## config.mk

```make
export PLATFORM = sky130hd
export DESIGN_NAME = pp_hop_loader
export DESIGN_NICKNAME = d
export VERILOG_FILES = /design/src/rtl/pp_hop_loader.sv
export SDC_FILE = /design/constraint.sdc
export NUM_CORES = 1
export LEC_CHECK = 0
export BUFFER_PORTS_ARGS = -buffer_cell sky130_fd_sc_hd__clkbuf_2
export CAP_MARGIN = 40
export CORE_AREA = 3 3 153 155
export CTS_CLUSTER_DIAMETER = 120
export CTS_CLUSTER_SIZE = 8
export DETAILED_ROUTE_END_ITERATION = 12
export DIE_AREA = 0 0 156 158
export GPL_ROUTABILITY_DRIVEN = 0
export PLACE_DENSITY = 0.44
export RECOVER_POWER = 50
export SLEW_MARGIN = 10
export SYNTH_ARGS = -nofsm -noshare
export SYNTH_HDL_FRONTEND = slang
export SYNTH_SLANG_ARGS = --single-unit
```

## constraint.sdc

```tcl
create_clock -name clk -period 2.4 [get_ports clk]
set_input_delay 0.36 -clock clk [delete_from_list [all_inputs] [get_ports clk]]
set_output_delay 0.36 -clock clk [all_outputs]
set_load 0.02 [all_outputs]
```

## src/rtl/pp_hop_loader.sv

```systemverilog
// Ping-pong hop loader: steers each upstream packet into one of two parser hop
// FIFOs in strict alternation, queuing its RCI and holding the buffer until parse_done.
module pp_hop_loader #(
   parameter int MAX_HOPS   = 32,
   parameter int HCNT_NBITS = 6,
   parameter int STAT_NBITS = 16,
   parameter int HOP_NBITS  = 32,
   parameter int RCI_NBITS  = 8
) (
   input  logic                  clk,
   input  logic                  rst_n,
   input  logic                  i_hop_valid,
   input  logic [HOP_NBITS-1:0]  i_hop_data,
   input  logic                  i_hop_sop,
   input  logic                  i_hop_eop,
   input  logic [RCI_NBITS-1:0]  i_rci,
   output logic                  o_hop_ready,
   output logic                  o_hop_fifo_reset0,
   output logic                  o_hop_fifo_reset1,
   output logic                  o_hop_fifo_wr0,
   output logic                  o_hop_fifo_wr1,
   output logic [HOP_NBITS-1:0]  o_hop_fifo_wdata0,
   output logic [HOP_NBITS-1:0]  o_hop_fifo_wdata1,
   output logic                  o_hop_fifo_eop0,
   output logic                  o_hop_fifo_eop1,
   input  logic                  i_hop_fifo_full0,
   input  logic                  i_hop_fifo_full1,
   input  logic                  i_parse_done0,
   input  logic                  i_parse_done1,
   output logic                  o_pp_meta_valid,
   output logic [RCI_NBITS-1:0]  o_pp_meta_rci,
   output logic                  o_trunc_err,
   output logic                  o_proto_err,
   output logic [STAT_NBITS-1:0] o_stat_pkts,
   output logic [STAT_NBITS-1:0] o_stat_drops
);

   typedef enum logic [1:0] {S_IDLE, S_START, S_LOAD, S_DRAIN} state_t;

   state_t                  r_state, w_next;
   logic                    r_wptr;
   logic [1:0]              r_busy;
   logic [HCNT_NBITS-1:0]   r_hop_cnt;
   logic [RCI_NBITS-1:0]    r_rci;

   logic                    w_ready, w_wr, w_drop, w_proto, w_trunc, w_pkt_done;
   logic                    w_start, w_latch_rci, w_full_cur, w_eop_w;

   // ------------------------------------------------------------------ state
   // NOTE: sequential state uses non-blocking (<=) so every flop samples pre-edge values.
   always_ff @(posedge clk or negedge rst_n) begin
      if (!rst_n) r_state <= S_IDLE;
      else        r_state <= w_next;
   end

   // NOTE: every always_comb output gets a default first so no latch is inferred.
   always_comb begin
      w_next = r_state;
      case (r_state)
         S_IDLE:  if (w_latch_rci) w_next = S_START;
         S_START: w_next = S_LOAD;
         S_LOAD:  if (w_pkt_done) w_next = i_hop_eop ? S_IDLE : S_DRAIN;
         S_DRAIN: if (i_hop_valid && i_hop_eop) w_next = S_IDLE;
         default: w_next = S_IDLE;
      endcase
   end

   always_comb begin
      w_ready     = 1'b0;
      w_wr        = 1'b0;
      w_drop      = 1'b0;
      w_proto     = 1'b0;
      w_trunc     = 1'b0;
      w_pkt_done  = 1'b0;
      w_start     = 1'b0;
      w_latch_rci = 1'b0;
      w_full_cur  = r_wptr ? i_hop_fifo_full1 : i_hop_fifo_full0;
      // Truncation forces eop on the last hop that still fits.
      w_eop_w     = i_hop_eop || (r_hop_cnt == HCNT_NBITS'(MAX_HOPS - 1));
      case (r_state)
         S_IDLE: begin
            w_ready     = ~i_hop_sop;
            w_drop      = i_hop_valid & ~i_hop_sop;
            w_proto     = i_hop_valid & ~i_hop_sop;
            w_latch_rci = i_hop_valid & i_hop_sop & ~r_busy[r_wptr];
         end
         S_START: w_start = 1'b1;
         S_LOAD: begin
            w_ready = ~w_full_cur;
            if (i_hop_valid && w_ready) begin
               w_wr       = 1'b1;
               // A sop after the first hop means the previous eop went missing.
               w_proto    = i_hop_sop && (r_hop_cnt != '0);
               w_pkt_done = w_eop_w;
               w_trunc    = w_eop_w & ~i_hop_eop;
            end
         end
         S_DRAIN: begin
            w_ready = 1'b1;
            w_drop  = i_hop_valid;
         end
         default: ;
      endcase
   end

   assign o_hop_ready = w_ready;

   // --------------------------------------------------------------- datapath
   // NOTE: all flops, data registers included, are reset so outputs read 0 out of reset.
   always_ff @(posedge clk or negedge rst_n) begin
      if (!rst_n) begin
         r_wptr            <= 1'b0;
         r_busy            <= 2'b00;
         r_hop_cnt         <= '0;
         r_rci             <= '0;
         o_hop_fifo_reset0 <= 1'b0;
         o_hop_fifo_reset1 <= 1'b0;
         o_hop_fifo_wr0    <= 1'b0;
         o_hop_fifo_wr1    <= 1'b0;
         o_hop_fifo_wdata0 <= '0;
         o_hop_fifo_wdata1 <= '0;
         o_hop_fifo_eop0   <= 1'b0;
         o_hop_fifo_eop1   <= 1'b0;
         o_pp_meta_valid   <= 1'b0;
         o_pp_meta_rci     <= '0;
         o_trunc_err       <= 1'b0;
         o_proto_err       <= 1'b0;
         o_stat_pkts       <= '0;
         o_stat_drops      <= '0;
      end else begin
         if (w_latch_rci) r_rci <= i_rci;
         if (w_pkt_done)  r_wptr <= ~r_wptr;

         if (w_start)      r_hop_cnt <= '0;
         else if (w_wr)    r_hop_cnt <= r_hop_cnt + HCNT_NBITS'(1);

         if (w_start && !r_wptr)  r_busy[0] <= 1'b1;
         else if (i_parse_done0)  r_busy[0] <= 1'b0;
         if (w_start && r_wptr)   r_busy[1] <= 1'b1;
         else if (i_parse_done1)  r_busy[1] <= 1'b0;

         o_hop_fifo_reset0 <= w_start & ~r_wptr;
         o_hop_fifo_reset1 <= w_start &  r_wptr;
         o_pp_meta_valid   <= w_start;
         if (w_start) o_pp_meta_rci <= r_rci;

         o_hop_fifo_wr0  <= w_wr & ~r_wptr;
         o_hop_fifo_wr1  <= w_wr &  r_wptr;
         o_hop_fifo_eop0 <= w_wr & ~r_wptr & w_eop_w;
         o_hop_fifo_eop1 <= w_wr &  r_wptr & w_eop_w;
         if (w_wr && !r_wptr) o_hop_fifo_wdata0 <= i_hop_data;
         if (w_wr &&  r_wptr) o_hop_fifo_wdata1 <= i_hop_data;

         o_trunc_err <= w_trunc;
         o_proto_err <= w_proto;

         // Status counters stick at all-ones instead of wrapping.
         if (w_pkt_done && (o_stat_pkts != '1))
            o_stat_pkts <= o_stat_pkts + STAT_NBITS'(1);
         if (w_drop && (o_stat_drops != '1))
            o_stat_drops <= o_stat_drops + STAT_NBITS'(1);
      end
   end

endmodule

```

# Yosys cells after proc, flatten, opt, wreduce, memory -nomap -nowiden
# Cells that the tools add are included.
[classes]
addsub = 3
n_mul = 0
div = 0
n_lt_le_gt_ge = 1
eq_ne = 9
shifts = 0
n_mux = 26
bitwise = 15
n_reduce_logical = 17
[op_table]
columns = ["cell", "count"]
rows = [
  ["$add 16x1->16 const B", 2],
  ["$ne 16x16->1 const B", 2],
  ["$mux 1", 16],
  ["$mux 6", 2],
  ["$and 1x1->1", 10],
  ["$logic_and 1x1->1", 9],
  ["$mux 2", 4],
  ["$pmux 2 s4", 1],
  ["$add 6x1->6 const B", 1],
  ["$eq 6x5->1 const B", 1],
  ["$ne 2x2->1 const B", 3],
  ["$reduce_bool 2->1", 3],
  ["$reduce_bool 6->1", 1],
  ["$not 1->1", 5],
  ["$eq 2x2->1 const B", 2],
  ["$pmux 1 s2", 2],
  ["$pmux 1 s3", 1],
  ["$reduce_and 3->1", 1],
  ["$eq 2x1->1 const B", 1],
  ["$logic_not 2->1", 1],
  ["$lt 1x2->1 const B", 1],
  ["$logic_not 1->1", 1],
  ["$logic_or 1x1->1", 1],
]
[word_totals]
reg_bits = 132
latch_bits = 0
mem_bits_rw = 0
rom_bits = 0
in_bits = 49
wordCells = 91
n_memories = 0

# Longest topological paths before layout
# Gate-level depths: netlist of the first run.
[depth]
ltp_word = 7
ltp_mapped = 7
mapped_depth_nobuf = 7

# Worst setup path after synthesis of the first run
# Ideal clock, no wire load.
[synth_timing]
path_kind = "reg-to-reg"
startpoint = "reg r_state[0]"
endpoint = "reg o_stat_drops[14]"
t_arrival_ns = 1.853
required_ns = 2.275
path_slack_ns = 0.423
path_stages_with_launch = 8
n_path_buf = 0
synth_period_minus_slack_ns = 1.977
path_cell_list = "dfrtp_1 -> inv_1 -> ha_1 -> nor2b_1 -> o21ai_0 -> or3_1 -> nor2_1 -> mux2_2"
[synth_between]
elab_chain_cells = 3
[synth_lines]
columns = ["item", "line_no", "text"]
rows = [
  ["start: declaration", "40", "state_t r_state, w_next;"],
  ["start signal: assignment", "53", "else r_state <= w_next;"],
  ["$eq 2x2->1 or $logic_not 2->1 (tied branches)", "80", "case (r_state)"],
  ["$pmux 1 s2 (*)", "80", ""],
  ["$logic_and 1x1->1 (*)", "160", "if (w_drop && (o_stat_drops != '1))"],
  ["end signal: assignment", "161", "o_stat_drops <= o_stat_drops + STAT_NBITS'(1);"],
  ["end: declaration", "35", "output logic [STAT_NBITS-1:0] o_stat_drops"],
]
# Every way passes the cells marked *; elsewhere a longest branch is shown, timed or not.
# A chain may end at the register's enable or synchronous reset.

# Worst setup path after layout of the first run
# Same ends and word-level chain as after synthesis.

==> results of run 1 <==
[per-layer routing]
layer  GRT usage  up-vias  share of wire
li1            -     1797              -
met1      0.1442     1933           0.45
met2      0.1825      104           0.49
met3     0.03253        9          0.048
met4     0.03532        0         0.0087
met5           0        -              0
[critical path, cell delays in order (launching register included)]
cell and delay, ns:
dfrtp_1 0.42, inv_1 0.10, ha_1 0.18, nor2b_1 0.23, o21ai_0 0.21, or3_1 0.46, nor2_1 0.14, mux2_2 0.33
[logic make-up after synthesis]
kind of cell	count (synthesis)	share of synthesized area
DFF	132	0.6016
buffers and inverters	22	0.01937
muxes	87	0.1803
xor gates and xnor gates	29	0.04763
adders and majority gates	8	0.01823
AOI/OAI and AO/OA	28	0.03373
and+or+nand+nor	98	0.09913
[power breakdown]
| part | switching (mW) | leakage (nW) | internal (mW) |
|---|---|---|---|
| registers | 0.439 | 1.70 | 2.99 |
| clock network | 0.985 | 0.276 | 1.56 |
| logic | 1.77 | 1.41 | 1.13 |
| total | 3.19 | 3.38 | 5.68 |
[layout make-up]
cell class | count | area (um2) | share of cell area
clock buffer | 20 | 446.7 | 0.06184
clock inverter | 12 | 132.6 | 0.01836
inverter | 11 | 41.29 | 0.005716
multi-input combinational | 250 | 2088 | 0.2891
sequential | 132 | 3303 | 0.4573
tap | 280 | 350.3 | 0.04850
timing repair buffer | 176 | 860.8 | 0.1192
[per-stage QoR]
step	total power, mW	cell area [um2]	worst slack [ns]	util
after CTS	9.210	7325	0.2011	0.3336
after detailed placement	6.586	6735	0.2314	0.3067
after global placement	6.502	6735	0.2729	0.3067
after global routing	9.469	7223	0.05183	0.3289
final	8.876	7223	0.2186	0.3289
after floorplan	5.404	5490	0.4226	-
[cell usage after synthesis (3+ instances only)]
cell type	count
dfrtp_1	132
mux2_2	85
nand2_1	24
nor2_1	18
xor2_1	15
xnor2_1	13
inv_1	11
nand3_1	11
nand4_1	9
ha_1	8
buf_2	7
nor3_1	7
and3_1	6
a21oi_1	5
a31oi_1	5
o211ai_1	4
o21ai_0	4
a211oi_1	3
and4_1	3
nor2b_1	3
[flip-flops by register name (all words and copies together) (netlist names), 2 cells and up]
signal             count
o_hop_fifo_wdata1     32
o_hop_fifo_wdata0     32
r_busy                 2
r_state                2
r_hop_cnt              6
o_pp_meta_rci          8
r_rci                  8
o_stat_drops          16
o_stat_pkts           16
[repair_timing]
| action | CTS | global route |
|---|---|---|
| gates resized for setup | 0 | 0 |
| hold endpoints to repair | 62 | 0 |
| hold buffers | 1 | 0 |
[worst paths after layout]
kind / from / end / slack [ns] / cells past startpoint
max reg2reg: r_state[0] / o_stat_drops[14] / 0.22 / 7
max in group asynchronous: rst_n / o_hop_fifo_wdata1[10] / 0.45 / 3
min reg2reg: r_busy[0] / r_busy[0] / 0.48 / 1
max: r_state[0] / o_stat_drops[14] / 0.22 / 7
min: i_rci[7] / r_rci[7] / 0.18 / 2
min in group asynchronous: rst_n / o_hop_fifo_wdata1[7] / 0.91 / 2
[placed cells by master, fill, tap and decap left out, drive strengths merged, types with 3 or more instances in the layout]
cell      count
mux2         85
nand4         9
xor2         15
nor2         18
nand2b        3
a21oi         5
a31oi         5
ha            8
buf          12
nor2b         3
nand3        12
nand2        25
nor3          8
a211oi        3
and3          6
o211ai        4
and4          3
clkbuf      183
dfrtp       132
o21ai         4
clkinv        7
inv          11
clkinvlp      3
nor4          3
xnor2        14
==> results.toml, run 1 <==
[status]
status = "finished, violations left"
violations = "max-capacitance violations, max-slew violations"

[synth]
syn_inst = 404
synth_top_area_frac = 0.6016
synthesis.area_per_instance_um2 = 13.59
yosys_warnings = 0
synth_top_area_cell = "dfrtp_1"
syn-num-nets = 461
synth_area_leaders = "dfrtp_1, mux2_2, xor2_1"
ys.flop_type = "dfrtp_1"
synth-seq-area-share = 0.6016
synth_edf_count = 0
synth_cell_types = 44
netlist_area_um2 = 5490
ys_ff_latch = 132
async_flop_share = 1.000

[worst_hold_path]
hold_path_class = "input pin to register"

[detailed_routing]
post_drt_via_cell_ratio = 4.362
drc_errors = 0
via_count = 3843
ant_nets = 0
dr.pass1.iters = 4
drt_iter0_markers = 124
drt-wirelength-per-cell_um = 15.21
wl_mm = 13.40

[power_and_ir_drop]
power_density_nw_per_um2 = 1229
p_leak_nw = 3.381
ir_worst_vdd_v = 0.0004123

[floorplan]
ios = 163
die_width_um = 156
start_util = 0.2500
coreArea_um2 = 21960
die_height_um = 158
rows = 54
dieArea_um2 = 24650

[finish]
n_antenna_cell = 0
stdcell_count = 881
final_net_count = 645
area_growth_pct = 31.56
n_fill_cell = 2257
drive_above_1_share = 0.3810

[clocking]
htreeDepth = 4
cts_root_buf = "clkbuf_16"
clock_sinks = 132
clockBufferDepth = 2
clk_transition_reported_paths_ns = 0.06
clock_latency_ns = 0.41
cts_buffers = 17
cts_tree = "yes"
post_cts_buffers = 0

[sta]
fin_setup_tns_ns = 0
setup_violations = 0
maxSlewHeadroom = -0.1193
max_freq_ghz = 0.4584
fin_crit_sh = 0.9089
clock_skew_ns = 0.008395
rsz0062_at_grt = "false"
hold_ws_ns = 0.1835
finalHoldViolCount = 0
layout_min_cycle_time_ns = 2.181
slew_viol_final = 65
worstMarginPinSlew_ns = 1.679

[worst_setup_path]
crit_fanout = 5
startpoint_type = "register"
cp.required_ns = 2.70
critical_path_class = "register to register"
end_kind = "register"
cp.arrival_ns = 2.48

[placement]
hpwl_mm = 9.561
io_buffers = 162
dp_cells = 848

[global_route]
grt_pass1_vias = 4043
grt_remaining_overflow = 0
grt_max_degree = 66
grt_pass1_wl_mm = 21.68
grt.total_usage = 0.1119
antenna_found_initial = 0

[run]
maxCapViolations = 1
Note: power is estimated with default switching activity, not from simulation.
==> run 2: changes to the inputs <==
- ABC_AREA: not set -> 1
- CORE_AREA: 3 3 153 155 -> 3 3 161 163
- DIE_AREA: 0 0 156 158 -> 0 0 164 166
==> run 2 against run 1 <==
Compared with the run above:
- the flow now finishes without violations
- worst setup slack gained 0.089 ns
- area after synthesis is 12% higher
- worst hold slack worse by 0.047 ns
- synthesized cell count rose by 79%
- clock skew up 0.0034 ns
- design area is 7.3% higher
- fmax rose by 4.2%
- sequential cell count stayed put
- clock-buffer cell count is 2 lower
- global-route usage is 0.88 points higher
- register-to-register slack improved by 0.13 ns
- sequential share of layout area decreased by 3.1 points
==> results.toml, run 2 <==
[floorplan]
coreArea_um2 = 24460
start_util = 0.2518
dieArea_um2 = 27220
rows = 57
ios = 163
die_height_um = 166
die_width_um = 164

[synth]
synthesis.area_per_instance_um2 = 8.530
synthTopCellsByCount = "nand2_1, dfrtp_1, inv_1"
synth_cell_types = 30
synth_area_leaders = "dfrtp_1, nand2_1, inv_1"
synth_compound_area_frac = 0.1022
synth_top_family_by_area = "simple AND/OR/NAND/NOR gates"
synth-seq-area-share = 0.5364
yosys.area_share.simple = 0.2387
netlist_area_um2 = 6158
ys_ff_latch = 132
synth_edf_count = 0
synth_xor_area_frac = 0.01991
synthMuxAreaShare = 0
post-synth-top-count-cell = "nand2_1"
synth_top_area_cell = "dfrtp_1"
synth_top_area_frac = 0.5364
yosys_warnings = 0
async_flop_share = 1.000
syn_inst = 722
synth_fa_ha_area_frac = 0.01625
syn-num-nets = 779
ys.flop_type = "dfrtp_1"

[sta]
rsz0062_at_grt = "false"
slew_viol_final = 0
max_freq_ghz = 0.4778
fin_setup_tns_ns = 0
hold_ws_ns = 0.1368
worstMarginPinSlew_ns = 1.043
fin_crit_sh = 0.8720
clock_skew_ns = 0.01177
setup_violations = 0
maxSlewHeadroom = 0.3048
layout_min_cycle_time_ns = 2.093
finalHoldViolCount = 0

[global_route]
antenna_found_initial = 0
grt_max_degree = 74
grt.total_usage = 0.1208
grt_remaining_overflow = 0
grt_pass1_wl_mm = 26.59
grt_pass1_vias = 4998

[worst_setup_path]
path_cells = "inv_1 -> ha_1 -> nand2_1 -> a31oi_1 -> clkbuf_2"
r2r-start = "r_state[1]"
crit_start = "r_state[1]"
critical_path_class = "register to primary output"
crit_fanout = 4
cp.required_ns = 2.04
end_kind = "primary output"
rrSetupSlack_ns = 0.35
cp.arrival_ns = 1.73
startpoint_type = "register"
max_stage_delay_ns = 0.41
critical-path-slowest-cell = "dfrtp_1"

[placement]
hpwl_mm = 11.29
io_buffers = 162
dp_cells = 1193

[detailed_routing]
drt-wirelength-per-cell_um = 13.05
wl_mm = 16.00
ant_nets = 0
dr.pass1.iters = 4
drt_iter0_markers = 280
drc_errors = 0
via_count = 5064
post_drt_via_cell_ratio = 4.131

[clocking]
cts_resized = 0
cts_buffers = 17
cts_root_buf = "clkbuf_16"
post_cts_buffers = 0
clk_transition_reported_paths_ns = 0.07
cts_tree = "yes"
ctsHoldBuffers = 1
clock_sinks = 132
clockBufferDepth = 2
clock_latency_ns = 0.41
htreeDepth = 4

[power_and_ir_drop]
power_density_nw_per_um2 = 1174
p_leak_nw = 3.991
finalPower_mw = 9.096
ir_worst_vdd_v = 0.0004227

[finish]
top_regs = "o_hop_fifo_wdata0 x32, o_hop_fifo_wdata1 x32"
n_antenna_cell = 0
final_common_cell = "nand2_1"
drive_above_1_share = 0.2106
area_growth_pct = 25.84
final_cell_mix = "nand2_1, dfrtp_1, clkbuf_2"
final_net_count = 946
fin_util = 0.3168
stdcell_count = 1226

[worst_hold_path]
hold_path_class = "input pin to register"
worstHoldStart = "i_parse_done0"

[run]
maxCapViolations = 0

[status]
status = "completed"
-- run 2: stage by stage --
stage | setup slack (ns) | cell area [um2]
CTS | 0.2705 | 7843
finish | 0.3072 | 7750
global placement | 0.3512 | 7283
detailed placement | 0.3203 | 7283
floorplan | 0.7682 | 6158
global route | 0.1119 | 7750
-- run 2: cell type report --
class | count | area (um2)
Fill cell | 2665 | 16710
Clock inverter | 14 | 120.1
Timing Repair Buffer | 171 | 832.0
Multi-Input combinational cell | 479 | 2327
Clock buffer | 18 | 429.2
Inverter | 88 | 332.8
Tap cell | 324 | 405.4
Sequential cell | 132 | 3303
-- run 2: kinds of logic after synthesis --
kind of cell / Yosys count
xor+xnor: 14
fa+ha+maj: 8
simple gates: 358
flops: 132
compound gates: 99
buf+inv: 111
-- run 2: critical path, delay by kind of cell, from the launching register on --
family | cells | cell delay [ns]
DFF | 1 | 0.41
buffers and inverters | 2 | 0.33
adders and majority gates | 1 | 0.23
AOI/OAI and AO/OA | 1 | 0.23
and+or+nand+nor | 1 | 0.11
-- run 2: final timing paths --
check,endpoint,cells past startpoint
max,o_hop_ready,5
min,r_busy[0],2
max reg2reg,o_stat_drops[8],9
min reg2reg,o_pp_meta_rci[5],2
max in group asynchronous,o_hop_fifo_wdata0[16],3
min in group asynchronous,o_stat_drops[11],2
-- run 2: where the power goes --
group	internal, mW	switching, mW	total [mW]
registers	2.99	0.492	3.49
clock network	1.35	1.10	2.46
logic	0.981	2.17	3.15
-- run 2: routing by layer --
metal  vias to the layer above  GRT usage  part of all wire
met3                         7    0.03293             0.051
met4                         0    0.02905            0.0071
met1                      2333     0.1690              0.49
met5                         -          0                 0
li1                       2606          -                 -
met2                       118     0.1857              0.45
